==> config.mk <==
export PLATFORM = sky130hd
export DESIGN_NAME = cla16_sub_pipe
export DESIGN_NICKNAME = d
export VERILOG_FILES = /design/src/rtl/cla16_sub_pipe.sv
export SDC_FILE = /design/constraint.sdc
export NUM_CORES = 1
export LEC_CHECK = 0
export ABC_CLOCK_PERIOD_IN_PS = 1500
export CORE_MARGIN = 2
export CORE_UTILIZATION = 46
export DETAILED_ROUTE_END_ITERATION = 7
export PLACE_DENSITY = 0.76
export SLEW_MARGIN = 20
export SYNTH_ARGS = -nofsm -noshare
export SYNTH_HDL_FRONTEND = slang
export SYNTH_SLANG_ARGS = --single-unit
==> constraint.sdc <==
create_clock -name clk -period 1.5 [get_ports clk]
set_input_delay 0.3 -clock clk [delete_from_list [all_inputs] [get_ports clk]]
set_output_delay 0.3 -clock clk [all_outputs]
set_load 0.03 [all_outputs]
==> src/rtl/cla16_sub_pipe.sv <==
// rtl/cla16_sub_pipe.sv - two-stage 16-bit carry-lookahead subtractor with valid/ready handshake
//
// Computes a - b - bin as a + ~b + ~bin using 4-bit lookahead groups and a
// second-level lookahead across the groups.
//   clk       : clock, all state on rising edge
//   rst_n     : asynchronous active-low reset
//   in_valid  : a/b/bin valid          in_ready  : operands accepted this cycle
//   a, b, bin : minuend, subtrahend, borrow-in
//   out_valid : result valid           out_ready : consumer takes result
//   diff      : (a - b - bin) mod 2^16
//   bout      : unsigned borrow-out    ovf : signed overflow    zero : diff == 0
module cla16_sub_pipe (
  input  logic        clk,
  input  logic        rst_n,
  input  logic        in_valid,
  output logic        in_ready,
  input  logic [15:0] a,
  input  logic [15:0] b,
  input  logic        bin,
  output logic        out_valid,
  input  logic        out_ready,
  output logic [15:0] diff,
  output logic        bout,
  output logic        ovf,
  output logic        zero
);

  // Carries into bit positions 0..3 of one group; c[0] is the group carry-in.
  function automatic logic [3:0] grp_carries(input logic [3:0] p, input logic [3:0] g,
                                             input logic cin);
    logic [3:0] c;
    c[0] = cin;
    c[1] = g[0] | (p[0] & cin);
    c[2] = g[1] | (p[1] & g[0]) | (p[1] & p[0] & cin);
    c[3] = g[2] | (p[2] & g[1]) | (p[2] & p[1] & g[0]) | (p[2] & p[1] & p[0] & cin);
    return c;
  endfunction

  // Stage 1 registers
  logic        s1_valid;
  logic [15:0] s1_p, s1_g;
  logic        s1_c0, s1_c4, s1_c8, s1_c12, s1_c16;
  logic        s1_a15, s1_b15;

  // Handshake
  logic s2_adv, s1_adv;
  assign s2_adv   = !out_valid || out_ready;
  assign s1_adv   = !s1_valid || s2_adv;
  assign in_ready = s1_adv;

  // Stage 1 combinational: bit and group propagate/generate, boundary carries
  logic [15:0] p_in, g_in;
  logic [3:0]  gp, gg;
  logic        c0_in, c4_in, c8_in, c12_in, c16_in;

  always_comb begin
    p_in  = a ^ ~b;
    g_in  = a & ~b;
    c0_in = ~bin;
    for (int k = 0; k < 4; k++) begin
      gp[k] = &p_in[4*k +: 4];
      gg[k] = g_in[4*k+3]
            | (p_in[4*k+3] & g_in[4*k+2])
            | (p_in[4*k+3] & p_in[4*k+2] & g_in[4*k+1])
            | (p_in[4*k+3] & p_in[4*k+2] & p_in[4*k+1] & g_in[4*k]);
    end
    // Each boundary carry is a flat sum of products; nothing ripples group to group.
    c4_in  = gg[0] | (gp[0] & c0_in);
    c8_in  = gg[1] | (gp[1] & gg[0]) | (gp[1] & gp[0] & c0_in);
    c12_in = gg[2] | (gp[2] & gg[1]) | (gp[2] & gp[1] & gg[0])
           | (gp[2] & gp[1] & gp[0] & c0_in);
    c16_in = gg[3] | (gp[3] & gg[2]) | (gp[3] & gp[2] & gg[1])
           | (gp[3] & gp[2] & gp[1] & gg[0]) | (gp[3] & gp[2] & gp[1] & gp[0] & c0_in);
  end

  // Stage 2 combinational: intra-group carries seeded by the boundary carries
  logic [3:0]  s2_cin;
  logic [15:0] s2_c, s2_diff;

  always_comb begin
    s2_cin = {s1_c12, s1_c8, s1_c4, s1_c0};
    for (int k = 0; k < 4; k++) begin
      s2_c[4*k +: 4] = grp_carries(s1_p[4*k +: 4], s1_g[4*k +: 4], s2_cin[k]);
    end
    s2_diff = s1_p ^ s2_c;
  end

  always_ff @(posedge clk or negedge rst_n) begin
    if (!rst_n) begin
      s1_valid  <= 1'b0;
      s1_p      <= '0;
      s1_g      <= '0;
      s1_c0     <= 1'b0;
      s1_c4     <= 1'b0;
      s1_c8     <= 1'b0;
      s1_c12    <= 1'b0;
      s1_c16    <= 1'b0;
      s1_a15    <= 1'b0;
      s1_b15    <= 1'b0;
      out_valid <= 1'b0;
      diff      <= '0;
      bout      <= 1'b0;
      ovf       <= 1'b0;
      zero      <= 1'b0;
    end else begin
      if (s2_adv) begin
        out_valid <= s1_valid;
        if (s1_valid) begin
          diff <= s2_diff;
          bout <= ~s1_c16;
          ovf  <= (s1_a15 != s1_b15) && (s2_diff[15] != s1_a15);
          zero <= (s2_diff == 16'h0000);
        end
      end
      if (s1_adv) begin
        s1_valid <= in_valid;
        if (in_valid) begin
          s1_p   <= p_in;
          s1_g   <= g_in;
          s1_c0  <= c0_in;
          s1_c4  <= c4_in;
          s1_c8  <= c8_in;
          s1_c12 <= c12_in;
          s1_c16 <= c16_in;
          s1_a15 <= a[15];
          s1_b15 <= b[15];
        end
      end
    end
  end

endmodule
==> results.txt <==
----------------------------------------------------
[Worst setup path]
  Critical path depth ... 7
  Slack of the worst reg-to-reg path ... -0.30 ns
  Kind of end point of the critical path ... flip-flop
  CP Class ... flip-flop to flip-flop
  Cell type of the slowest stage on the worst timing path ... sky130_fd_sc_hd__dfrtp_1
  Beginning of the worst register-to-register path ... s1_p[4]
  Cell family with the largest share of critical-path delay ... compound AO/OA/AOI/OAI gates
  FF-to-FF path depth ... 7
  Endpoint of the lowest-slack register-to-register path ... zero
  Crit-path max cell delay ... 0.43 ns
  Data required, critical path ... 1.72 ns
  Buf+Inv Stages, Crit Path ... 1
  Sequence of cells on the critical path ... buf_6 -> a211oi_2 -> nor2_2 -> a21oi_2 -> xor2_2 -> nand4_1 -> o31ai_2
  Startpoint class of the critical path ... flip-flop
  Worst-path fanout max ... 2
  Crit path DAT ... 2.02 ns

[Route]
  Number of vias after detailed routing ... 2236
  First DRT Iteration DRCs ... 114
  DRT Wirelength ... 7360 µm
  Wirelength per Cell ... 17.1 µm
  Remaining antenna violation count ... 0
  Per-cell via count in the routed design ... 5.19
  Pre-antenna DRT Iters ... 4
  Detailed-route DRC error count ... 0

[Place]
  Count of buffers inserted at the top-level ports ... 57
  Instance area at placement ... 3710 µm²
  Final estimated routing congestion in global placement ... 0.806
  Worst slack after detailed placement ... -0.660 ns
  HPWL after DPL ... 4760 µm

[STA]
  Relative max-transition margin ... 0.695
  Hold violation total from the final report ... 0
  Unrepaired setup endpoints after global routing ... yes
  Count of final setup violators ... 5
  Worst hold slack across all endpoints ... 0.308 ns
  Min setup slack post-route ... -0.302 ns
  Worst-margin pin slew ... 0.458 ns
  Maximum operating frequency ... 0.555 GHz
  Max-slew violation count ... 0
  Period minus WS final ... 1.80 ns
  Worst clock skew on the final layout ... 0.0163 ns
  Final worst-path cycle share ... 1.20

[Floorplanning]
  Total core area ... 5890 µm²
  Width of the die ... 81.6 µm
  Top-Level Pins ... 58
  Total number of placement rows ... 28
  Overall die height ... 81.6 µm
  Initial cell density of the core ... 0.471
  Area of the die ... 6660 µm²

[Global routing]
  Via count of the first global-routing pass ... 2192
  Pin count of the biggest net entering global routing ... 32
  Antenna violations before repair ... 0
  Global-route wire length before repair ... 10200 µm
  Global Route Usage Sum ... 0.202
  Grt total ovfl ... 0

[Yosys]
  Distinct cell type count after synthesis ... 29
  Async SR Flop Fraction ... 1.00
  Most common cell in the synthesized netlist ... sky130_fd_sc_hd__dfrtp_1
  Count of flip-flops with a built-in enable after synthesis ... 0
  Library cell occupying the most area in the post-synthesis netlist ... sky130_fd_sc_hd__dfrtp_1
  Synth Area per Inst ... 11.3 µm²
  Count of state elements after synthesis ... 56
  Mapped cell area ... 2770 µm²
  Proportion of synthesized chip area in sequential cells ... 0.506
  Number of instances in the synthesized netlist ... 246
  Top area cells in the synthesized netlist ... sky130_fd_sc_hd__dfrtp_1 51%, sky130_fd_sc_hd__mux2_2 13%, sky130_fd_sc_hd__ha_1 9.0%, sky130_fd_sc_hd__o21ai_0 3.8%, sky130_fd_sc_hd__nand2_1 3.1%
  Post-synth top flop ... sky130_fd_sc_hd__dfrtp_1
  Synth warnings ... 0
  Proportion of netlist area held by the largest area contributor ... 0.506
  Ranking of synthesized cells by instance count ... 56 x sky130_fd_sc_hd__dfrtp_1, 33 x sky130_fd_sc_hd__mux2_2, 23 x sky130_fd_sc_hd__nand2_1
  Syn Nets ... 303

[Hold path]
  Hold Path End ... out_valid
  Worst hold path cell count ... 3
  Worst hold path type ... input pin to flip-flop
  Hold Startpoint ... out_ready

[CTS]
  H-tree depth reported by CTS ... 2
  Root cell of the clock tree ... sky130_fd_sc_hd__clkbuf_8
  CTS Sinks ... 56
  Skew-Pair Late Insertion Delay ... 0.31 ns
  Register clock-pin slew on the reported worst setup and hold paths ... 0.10 ns
  Clock tree from TritonCTS ... built
  Maximum clock path buffer count ... 2
  Number of buffers created by CTS ... 5

[Cells and area]
  Layout overhead on the synthesized area ... 55.7%
  Final Net Count ... 412
  Fraction of layout cells with a size suffix above 1 ... 0.449
  Final Instance Area ... 4320 µm²
  Inserted Diodes ... 0
  Filler cell count in the final layout ... 389
  Final design utilization ... 0.733
  Area of combinational cells with multiple inputs ... 1640 µm²
  Register cell area after layout ... 1400 µm²

[Outcome]
  Status ... finished, violations left
  Violations in the final reports ... setup timing

[Pwr]
  Overall power ... 5.26 mW
  Leakage power summed over all cells ... 2.05 nW
  Ratio of total power to cell area ... 1220 nW/µm²
  Worst supply voltage drop on vdd ... 0.906 mV

[Run]
  Reported max-cap violation count ... 0

----------------------------------------------------
==> placed cells by master, fill, tap and decap left out, drive strengths merged, types with 3 or more instances in the layout <==
master	instances
a21o	6
a21oi	13
buf	55
clkbuf	7
clkdlybuf4s15	5
clkdlybuf4s50	9
dfrtp	56
dlygate4sd2	30
dlymetal6s2s	7
ha	20
inv	20
mux2	33
nand2	23
nand2b	4
nand4	4
nor2	11
o21ai	21
o21ba	3
xnor2	4
xor2	8
==> stage by stage <==
step	TNS (ns)	std cells
floorplan	-4.30	246
global placement	-7.78	405
detailed placement	-9.29	405
CTS	-0.417	421
global route	-1.05	431
finish	-0.750	431
==> cell families (layout without fill, tap and decap cells) <==
| logic type | Yosys count | after routing | synth area share |
|---|---|---|---|
| adders and majority gates | 20 | 20 | 0.0903 |
| muxes | 34 | 34 | 0.138 |
| and+or+nand+nor | 51 | 51 | 0.0849 |
| buffers and inverters | 26 | 136 | 0.0366 |
| DFF | 56 | 56 | 0.506 |
| AOI/OAI and AO/OA | 47 | 47 | 0.104 |
| xor gates and xnor gates | 12 | 12 | 0.0406 |
==> registers in the layout (all words and copies together), names as in the netlist <==
register and count:
s1_c0 1, s1_c16 1, bout 1, s1_b15 1, ovf 1, out_valid 1, s1_c8 1, s1_c4 1
s1_c12 1, s1_valid 1, s1_a15 1, zero 1, s1_g 12, diff 16, s1_p 16
==> power breakdown <==
| group | total, mW | switching [mW] | internal [mW] |
|---|---|---|---|
| combinational | 2.30 | 1.19 | 1.10 |
| clock | 0.839 | 0.503 | 0.336 |
| sequential | 2.13 | 0.270 | 1.86 |
| total | 5.26 | 1.97 | 3.30 |
==> worst register-to-register path, cell delays in order, from the launching register on <==
cell                       delay (ns)
sky130_fd_sc_hd__dfrtp_1         0.43
sky130_fd_sc_hd__buf_6           0.13
sky130_fd_sc_hd__a211oi_2        0.21
sky130_fd_sc_hd__nor2_2          0.09
sky130_fd_sc_hd__a21oi_2         0.19
sky130_fd_sc_hd__xor2_2          0.23
sky130_fd_sc_hd__nand4_1         0.17
sky130_fd_sc_hd__o31ai_2         0.28
==> repair_timing <==
action	4_1_cts	5_1_grt
cloned	0	2
pin swaps	23	22
setup buffers	7	10
setup endpoints to repair	28	38
endpoints found under the hold margin	16	0
hold buffers	1	0
gates resized for setup	97	37
==> area by class of cell <==
cell class,instances,area share
multi-input combinational,164,0.380
sequential,56,0.325
timing repair buffer,109,0.235
tap,75,0.0217
inverter,19,0.0165
clock buffer,5,0.0159
clock inverter,3,0.00522
==> worst max-delay path by stage <==
stage | start | end | slack, ns
after floorplan | out_valid | s1_a15 | -0.14
after global placement | b[0] | s1_c16 | -0.57
after detailed placement | b[0] | s1_c16 | -0.66
after CTS | s1_p[0] | zero | -0.27
after global routing | s1_p[4] | zero | -0.40
final | s1_p[4] | zero | -0.30
==> metal layers <==
metal,GRT usage,vias to the layer above,share of wire
met1,0.256,1098,0.43
li1,-,1061,-
met3,0.0297,12,0.039
met4,0.0650,0,0.018
met5,0,-,0
met2,0.354,65,0.51
Note: power is estimated with default switching activity, not from simulation.
